$ cat config.mk
export PLATFORM = sky130hd
export DESIGN_NAME = csa_resolve_pipe
export DESIGN_NICKNAME = d
export VERILOG_FILES = /design/src/rtl/csa_resolve_pipe.sv
export SDC_FILE = /design/constraint.sdc
export NUM_CORES = 1
export LEC_CHECK = 0
export BUFFER_PORTS_ARGS = -buffer_cell sky130_fd_sc_hd__buf_4
export CORE_ASPECT_RATIO = 1.1
export CORE_MARGIN = 2
export CORE_UTILIZATION = 58
export DETAILED_ROUTE_END_ITERATION = 10
export MAX_ROUTING_LAYER = met4
export PLACE_DENSITY = 0.8
export SLEW_MARGIN = 20
export SYNTH_ARGS = -nofsm -noshare
export SYNTH_HDL_FRONTEND = slang
export SYNTH_SLANG_ARGS = --single-unit
$ cat constraint.sdc
create_clock -name clk -period 7 [get_ports clk]
set_input_delay 0.7 -clock clk [delete_from_list [all_inputs] [get_ports clk]]
set_output_delay 0.7 -clock clk [all_outputs]
set_load 0.05 [all_outputs]
$ cat src/rtl/csa_resolve_pipe.sv
// Final carry-propagate adder for the multiplier datapath: it resolves the redundant
// sum/carry vectors in STAGES chunked ripple stages, using a valid/ready handshake on both sides.
module csa_resolve_pipe #(
    parameter int NN     = 32,
    parameter int STAGES = 4
) (
    input  logic          clk,
    input  logic          rst,
    input  logic [NN-1:0] in_sum,
    input  logic [NN-1:0] in_carry,
    input  logic          in_valid,
    output logic          in_ready,
    output logic [NN-1:0] out_sum,
    output logic          out_cout,
    output logic          out_valid,
    input  logic          out_ready
);

    localparam int CW = NN / STAGES;

    logic [STAGES-1:0][NN-1:0] r_a;
    logic [STAGES-1:0][NN-1:0] r_b;
    logic [STAGES-1:0][NN-1:0] r_res;
    logic [STAGES-1:0]         r_cy;
    logic [STAGES-1:0]         r_vld;

    logic [STAGES-1:0][NN-1:0] w_a;
    logic [STAGES-1:0][NN-1:0] w_b;
    logic [STAGES-1:0][NN-1:0] w_res;
    logic [STAGES-1:0]         w_cy;
    logic [STAGES-1:0]         w_vld;
    logic                      w_adv;
    logic                      w_unused_skew;

    function automatic logic [CW:0] add_chunk(input logic [CW-1:0] a,
                                              input logic [CW-1:0] b,
                                              input logic          cin);
        return {1'b0, a} + {1'b0, b} + {{CW{1'b0}}, cin};
    endfunction

    // The pipeline advances as a whole; a held result freezes every stage behind it.
    assign w_adv    = !r_vld[STAGES-1] || out_ready;
    assign in_ready = w_adv;

    for (genvar k = 0; k < STAGES; k++) begin : g_stage
        logic [NN-1:0] w_res_in;
        logic [NN-1:0] w_res_nxt;
        logic          w_cin;
        logic [CW:0]   w_chunk;

        if (k == 0) begin : g_first
            assign w_a[k]   = in_sum;
            assign w_b[k]   = in_carry;
            assign w_vld[k] = in_valid;
            assign w_cin    = 1'b0;
            assign w_res_in = '0;
        end else begin : g_next
            assign w_a[k]   = r_a[k-1];
            assign w_b[k]   = r_b[k-1];
            assign w_vld[k] = r_vld[k-1];
            assign w_cin    = r_cy[k-1];
            assign w_res_in = r_res[k-1];
        end

        assign w_chunk = add_chunk(w_a[k][k*CW +: CW], w_b[k][k*CW +: CW], w_cin);

        always_comb begin
            w_res_nxt               = w_res_in;
            w_res_nxt[k*CW +: CW]   = w_chunk[CW-1:0];
        end

        assign w_res[k] = w_res_nxt;
        assign w_cy[k]  = w_chunk[CW];
    end

    // ---- stage registers: each stage k captures stage k-1 (stage 0 captures the inputs)
    always_ff @(posedge clk or posedge rst) begin
        if (rst) begin
            r_vld <= '0;
            r_cy  <= '0;
            r_a   <= '0;
            r_b   <= '0;
            r_res <= '0;
        end else if (w_adv) begin
            r_vld <= w_vld;
            r_cy  <= w_cy;
            r_a   <= w_a;
            r_b   <= w_b;
            r_res <= w_res;
        end
    end

    // The last stage's operand skew has already been consumed by its own adder.
    assign w_unused_skew = ^{r_a[STAGES-1], r_b[STAGES-1]};

    assign out_sum   = r_res[STAGES-1];
    assign out_cout  = r_cy[STAGES-1];
    assign out_valid = r_vld[STAGES-1];

endmodule

* After elaboration in Yosys (flattened, before gate mapping)
Cells that the tools add are included.
** Word-level totals
- Bits in registers :: 280
- Input port bits :: 68
** Cells by class
- Add/subtract/negate cells :: 7
- Reduce and logical (&&, ||, !) cells :: 2
** Operators with widths (count)
- $add A8 B8 Y9 :: 4
- $add A9 B1 Y9 :: 3
- $logic_not A1 Y1 :: 1
- $logic_or A1 B1 Y1 :: 1

* Logic depth before layout (Yosys ltp)
Gate-level depths: netlist (run 1).
- Word-level depth :: 2
- Depth in mapped cells :: 8
- Mapped depth without buffers :: 8

* Least setup slack after synthesis (run 1)
OpenSTA, ideal clock, no wires.
- Path type :: register to output
- From :: register r_vld[3]
- To :: output in_ready
- Arrival time :: 1493 ps
- Path slack :: 4807 ps
- Stages on the path, launching flop included :: 4
- Buffers on the path :: 1
- Cells stage by stage :: dfrtp_1 > nor2b_1 > inv_2 > clkbuf_1
** Between the ends
- Longest elaborated chain between the ends :: 2
** RTL lines
- start, declared :: RTL line 25 : logic [STAGES-1:0] r_vld;
- start signal, assigned :: RTL line 85 : r_vld <= w_vld;
- $logic_not A1 Y1 :: RTL line 42 : assign w_adv = !r_vld[STAGES-1] || out_ready;
- $logic_or A1 B1 Y1 :: RTL line 42
- end, declared :: RTL line 12 : output logic in_ready,
Every way passes these cells.

* Worst setup path after layout (run 1)
- From :: input out_ready
- To :: register r_cy[0]
** Between the ends
- Longest elaborated chain between the ends :: 1
** RTL lines
- start, declared :: RTL line 16 : input logic out_ready
- $logic_or A1 B1 Y1 :: RTL line 42
- end signal, assigned :: RTL line 86 : r_cy <= w_cy;
- end, declared :: RTL line 24 : logic [STAGES-1:0] r_cy;
Every way passes these cells.
A chain may end at the register's enable or synchronous reset.

==> results of run 1 <==
[cell usage in the layout, fill, tap and decap left out, types with 6 or more instances in the layout]
cell type / synthesis / routed
nand2_1: 483 / 483
dfrtp_1: 184 / 184
buf_4: 0 / 107
o21ai_1: 33 / 33
ha_1: 29 / 29
a21oi_1: 18 / 18
clkbuf_16: 0 / 17
nor2_1: 14 / 14
xor2_1: 13 / 13
inv_1: 11 / 10
nor3_1: 10 / 10
a211oi_1: 9 / 9
o21ai_0: 7 / 7
fa_1: 7 / 7
a21o_1: 6 / 6
[registers in the layout, summed over array words and instances (netlist names)]
register	flops
g_stage.w_res_in	48
out_sum	32
r_a	48
r_b	48
r_cy	4
r_vld	4
[how the worst max path moves through the flow]
stage,to,cells past startpoint,startpoint
floorplan,g_stage[1].w_res_in[0],1,rst
global placement,r_cy[0],7,out_ready
detailed placement,r_cy[0],7,out_ready
CTS,r_cy[0],6,r_vld[3]
global route,r_cy[0],6,r_vld[3]
finish,r_cy[0],7,out_ready
[cell type report]
type	count	share of cell area, %
flip-flops and latches	184	48.7
multi-input cells	661	33.7
repair buffers	107	8.49
clock buffers	25	5.13
well taps	188	2.49
clock inverters	7	0.978
inverters	12	0.582
[cells by family after synthesis]
family | synth area share, %
and+or+nand+nor | 24.9
DFF | 57.6
AOI/OAI and AO/OA | 6.68
buffers and inverters | 2.66
adders and majority gates | 6.29
xor gates and xnor gates | 1.86
[layer usage]
| metal | GRT usage [%] | up-vias | share of wire, % |
|---|---|---|---|
| li1 | - | 3014 | - |
| met1 | 29.8 | 2786 | 47 |
| met2 | 34.8 | 106 | 48 |
| met3 | 4.17 | 11 | 3.8 |
| met4 | 7.14 | 0 | 1.1 |
| met5 | - | - | 0 |
[through the flow]
stage / utilization (%) / hold slack, ps / instances / setup slack [ps] / total power (uW)
after global routing: 69.4 / 461 / 1184 / 3850 / 4920
final: 69.4 / 418 / 1184 / 4090 / 4570
after floorplan: - / 430 / 897 / 1300 / 3180
after global placement: 65.2 / 444 / 1152 / 3660 / 3590
after detailed placement: 65.2 / 453 / 1152 / 3630 / 3650
after CTS: 69.4 / 443 / 1184 / 4090 / 4610
[power breakdown]
group / switching [uW] / internal, uW / total, uW
combinational: 1180 / 677 / 1860
sequential: 255 / 1530 / 1780
clock: 374 / 553 / 927
total: 1810 / 2750 / 4570
==> summary.md, run 1 <==
| Metric | Value |
|---|---|
| Ys Warns | `0` |
| Vias | `between 5000 and 6000` |
| Setup CP Type | `in -> reg` |
| Post-synth top area share | `57.6%` |
| Slew HR | `33.7%` |
| Total CTS buffers | `17` |
| Diodes inserted | `0` |
| R2r startpoint | `r_vld[3]` |
| WP data arrival | `3260 ps` |
| Via density | `about 5` |
| Ratio of cells with drive above 1 in the final layout | `between 10 and 15%` |
| Root Driver | `clkbuf_16` |
| Reg area | `0.00460 mm2` |
| First-pass GRT wire length | `25300 um` |
| IO buf count | `102` |
| Syn Inst Count | `897` |
| Residual DRC | `0` |
| Peak supply drop | `0.223 mV` |
| Mean area per synthesized cell | `8.91 um2` |
| Post-DRT Antenna Nets | `0` |
| Final instance area | `0.00946 mm2` |
| Yosys reg bits | `184` |
| CP bufs+invs | `3` |
| Clock Skews | `6.30 ps` |
| Hold Crit Class | `in -> async` |
| Startpoint types | `primary input` |
| Crit end category | `register` |
| CP peak stage delay | `between 800 and 900 ps` |
| Max cap viols | `0` |
| First drt pass iteration count | `4` |
| Gr ovfl total | `0` |
| Post-CTS sizing | `0` |
| # rows | `45` |
| Final HPWL DP | `9410 um` |
| Die W | `around 120 um` |
| Fin nets | `1087` |
| Largest net degree at the start of global routing | `112` |
| Initial antenna violation count | `0` |
| Crit share post-route | `a little over 40%` |
| Post-synthesis async set-or-reset flop share | `100%` |
| Reg2Reg Setup Slack | `around 4100 ps` |
| Cell family with most CP delay | `buffers and inverters` |
| Synth area leader | `dfrtp_1` |
| Synth top cells by count | `nand2_1 (483), dfrtp_1 (184), o21ai_1 (33), ha_1 (29), clkbuf_1 (25)` |
| Clock slew at reported path FFs | `60 ps` |
| Worst EP required | `7350 ps` |
| DRT iter0 DRCs | `474` |
| CTS H-tree lvls | `4` |
| Core Region | `around 0.014 mm2` |
| Clk buf depth | `2` |
| Reg2Reg Depth | `6` |
| Die Height | `127 um` |
| Multi-input logic area | `0.00319 mm2` |
| Pwr/cell area | `483 mW/mm2` |
| Setup bufs post-CTS | `0` |
| Most common cell in the synthesized netlist | `nand2_1` |
| Routed wire length per instance | `around 12 um` |
| Crit-path max FO | `101` |
| CTS tree | `done` |
| Fmax | `344 MHz` |
| Critical path, cell by cell | `buf_4, nor2b_4, buf_4, buf_4, or3_1, o21ai_0, a21oi_1` |
| All-layer global routing usage | `around 22%` |
| Die area | `0.0147 mm2` |
| Unique cell type count in the Yosys netlist | `32` |
| Placer Congestion | `0.799` |
| Layout Area Growth over Synthesis | `18.3%` |
| Number of flops mapped to enable cells by yosys | `0` |
| Drt total wl | `14500 um` |
| Final slew viol count | `0` |
| Main synth FF type | `dfrtp_1` |
| Status | `finished, final reports clean` |
| Initial Util | `58.7%` |
| Placed Area | `0.00888 mm2` |
| Largest cells by area after synthesis | `dfrtp_1 (58%), nand2_1 (23%), ha_1 (4.5%)` |
| Slowest CP cell | `buf_4` |
| IO Pins | `103` |
| Vias in the first global route | `5691` |
| RSZ-0062 raised after global routing | `no` |
| Setup TNS | `0 ps` |
| Syn_nets | `1001` |
| Most common cell on crit path | `buf_4` |
| Hold Vio Cnt, Final | `0` |
| Sequential area share after synthesis | `between 50% and 60%` |
| Post-Syn Area | `0.00800 mm2` |
| Clock sinks | `between 150 and 200` |
| Final setup fails | `0` |
| Leakage | `0.00500 uW` |
| Worst-skew pair later-pin latency | `between 400 and 500 ps` |
| Slew at the pin closest to its max-slew limit | `just under 1000 ps` |
| Hold_buf cts | `0` |
| RR Endpoint | `r_cy[0]` |
| Min cycle time layout | `slightly below 3000 ps` |
| Fillers | `1096` |
(Power assumes the default switching activity.)
==> run 2: changes to the inputs <==
==> constraint.sdc (replaced) <==
create_clock -name clk -period 2.95 [get_ports clk]
set_input_delay 0.295 -clock clk [delete_from_list [all_inputs] [get_ports clk]]
set_output_delay 0.295 -clock clk [all_outputs]
set_load 0.05 [all_outputs]
==> run 2 against run 1 <==
Register-to-register slack worse by 3400 ps; sequential power is 140% higher; critical path depth stayed put; sequential share of layout area is 0.55 points lower; setup slack worse by 3400 ps; design area is 1.1% higher; cell count is 0.25% higher; die area stayed put; hold slack worse by 360 ps; combinational power is 140% higher.
==> summary.md, run 2 (synthesis gave the netlist of run 1 again) <==
| Metric | Value |
|---|---|
| Status | `finished, final reports clean` |
| CTS H-tree lvls | `4 (unchanged)` |
| Routed wire length per instance | `12.7 um (+3.9%)` |
| Setup TNS | `0 ps (unchanged)` |
| Slowest CP cell | `fa_1` |
| Crit-path max FO | `3 (-97%)` |
| R2r startpoint | `r_a[48]` |
| Startpoint types | `register` |
| Vias in the first global route | `5643 (-0.84%)` |
| Leakage | `0.00504 uW (+0.90%)` |
| Final setup fails | `0 (unchanged)` |
| First-pass GRT wire length | `26200 um (+3.4%)` |
| Gr ovfl total | `0 (unchanged)` |
| Clk buf depth | `2 (unchanged)` |
| Post-DRT Antenna Nets | `0 (unchanged)` |
| Drt total wl | `15100 um (+4.2%)` |
| Commonest cells after routing, fill and taps aside | `nand2_1 (483), dfrtp_1 (184), buf_4 (103), o21ai_1 (33), ha_1 (29)` |
| DRT iter0 DRCs | `426 (-10%)` |
| All-layer global routing usage | `23.0% (+0.76 points)` |
| Max cap viols | `0 (unchanged)` |
| WP data arrival | `2560 ps (-700 ps)` |
| Most common library cell in the layout ignoring fill and taps | `nand2_1` |
| Hold_ws | `60.5 ps (-358 ps)` |
| Clock sinks | `184 (unchanged)` |
| Fmax | `roughly 440 MHz` |
| CP bufs+invs | `0 (-3)` |
| Peak supply drop | `0.738 mV (+230%)` |
| Slew HR | `46.7% (+13 points)` |
| Fin nets | `1090 (+0.28%)` |
| CTS tree | `done` |
| Die Height | `127 um (unchanged)` |
| Setup CP Type | `reg -> reg` |
| IO buf count | `102 (unchanged)` |
| Total CTS buffers | `17 (unchanged)` |
| Initial Util | `58.7% (unchanged)` |
| Die W | `116 um (unchanged)` |
| CP peak stage delay | `480 ps (-390 ps)` |
| Post-route insts no fill | `1187 (+0.25%)` |
| Crit share post-route | `77.4%` |
| RSZ-0062 raised after global routing | `no` |
| Clock Skews | `4.91 ps (-1.40 ps)` |
| Via density | `5.04 (+0.83%)` |
| Final core occ | `70.2% (+0.79 points)` |
| Min cycle time layout | `2280 ps` |
| Ratio of cells with drive above 1 in the final layout | `14.6% (+0.56 points)` |
| Hold Crit Start | `in_carry[29]` |
| Setup bufs post-CTS | `0 (unchanged)` |
| Slew at the pin closest to its max-slew limit | `800 ps (-194 ps)` |
| Crit end category | `register` |
| Hold Crit Class | `in -> reg` |
| Cell family with most CP delay | `adder cells` |
| Final slew viol count | `0 (unchanged)` |
| First drt pass iteration count | `4 (unchanged)` |
| Initial antenna violation count | `0 (unchanged)` |
| Worst Setup SP | `r_a[48]` |
| Pwr/cell area | `1150 mW/mm2 (+140%)` |
| # rows | `45 (unchanged)` |
| Root Driver | `clkbuf_16` |
| Layout Area Growth over Synthesis | `19.7%` |
| Worst EP required | `3230 ps (-4120 ps)` |
| Clock slew at reported path FFs | `70 ps (about the same)` |
| Placer Congestion | `0.837 (+4.8%)` |
| Diodes inserted | `0 (unchanged)` |
| Final HPWL DP | `9860 um (+4.8%)` |
| Core Region | `0.0136 mm2 (unchanged)` |
| Largest net degree at the start of global routing | `194 (+73%)` |
| Hold Vio Cnt, Final | `0 (unchanged)` |
| Worst-skew pair later-pin latency | `420 ps (about the same)` |
| Die area | `0.0147 mm2 (unchanged)` |
| IO Pins | `103 (unchanged)` |
| Critical path, cell by cell | `fa_1, fa_1, a21oi_1, o211ai_1, a21oi_1, xor2_1, o21ai_1` |
| Placed Cells | `1154 (+0.17%)` |
| Residual DRC | `0 (unchanged)` |
| Vias | `5981 (+1.1%)` |
| Post-CTS sizing | `0 (unchanged)` |
==> run 2: cell count changes in the layout (fill, tap and decap cells not counted) <==
cell / previous run / this run
buf_4: 107 / 103
clkbuf_1: 5 / 1
inv_4: 1 / 0
buf_12: 0 / 6
clkbuf_8: 3 / 1
dlygate4sd3_1: 0 / 1
inv_6: 0 / 4
clkinv_4: 0 / 1
clkinvlp_4: 3 / 4
clkinv_2: 2 / 3
==> run 2: routing by layer <==
metal | part of all wire (%) | track usage (%) | routed length [um] | up-vias
li1 | - | - | - | 3027
met1 | 47 | 31.7 | 7140 | 2810
met2 | 47 | 34.1 | 7100 | 118
met3 | 3.8 | 4.79 | 573 | 26
met4 | 2.0 | 8.61 | 304 | 0
met5 | 0 | - | 0 | -
==> run 2: timing repair <==
action,CTS,global route
hold endpoints to repair,22,0
hold buffers,1,0
setup endpoints to repair,0,0
==> run 2: path summary, 6_finish.rpt <==
check	endpoint	slack [ps]	cells after the start
setup / recovery	g_stage[3].w_res_in[22]	670	7
hold / removal	r_b[29]	60	3
setup reg to reg	g_stage[3].w_res_in[22]	670	7
hold reg to reg	out_sum[3]	470	2
max in group asynchronous	r_b[51]	1640	4
min in group asynchronous	r_a[9]	520	3
==> run 2: layout make-up <==
| cell class | count | area, um2 |
|---|---|---|
| clock buffer | 19 | 443 |
| clock inverter | 13 | 144 |
| fill | 1093 | 4060 |
| inverter | 12 | 53.8 |
| multi-input combinational | 661 | 3190 |
| sequential | 184 | 4600 |
| tap | 188 | 235 |
| timing repair buffer | 110 | 903 |
==> run 2: power by group <==
group | total [uW] | switching [uW] | internal (uW)
registers | 4250 | 634 | 3620
clock network | 2240 | 960 | 1280
logic | 4490 | 2850 | 1640
total | 11000 | 4440 | 6540
==> run 2: metrics by stage <==
stage                     worst slack [ps]  power, uW  instance area (um2)
after floorplan                        290       7560                 8000
final                                  667      11000                 9570
after global placement                 731       8570                 8970
after CTS                              666      11100                 9570
after global routing                   529      11800                 9570
after detailed placement               660       8760                 8970
==> run 2: worst reg2reg max path, cell delays in order, from the launching register on <==
cell      delay (ps)
dfrtp_1          400
fa_1             480
fa_1             420
a21oi_1          260
o211ai_1         140
a21oi_1          210
xor2_1           160
o21ai_1           70
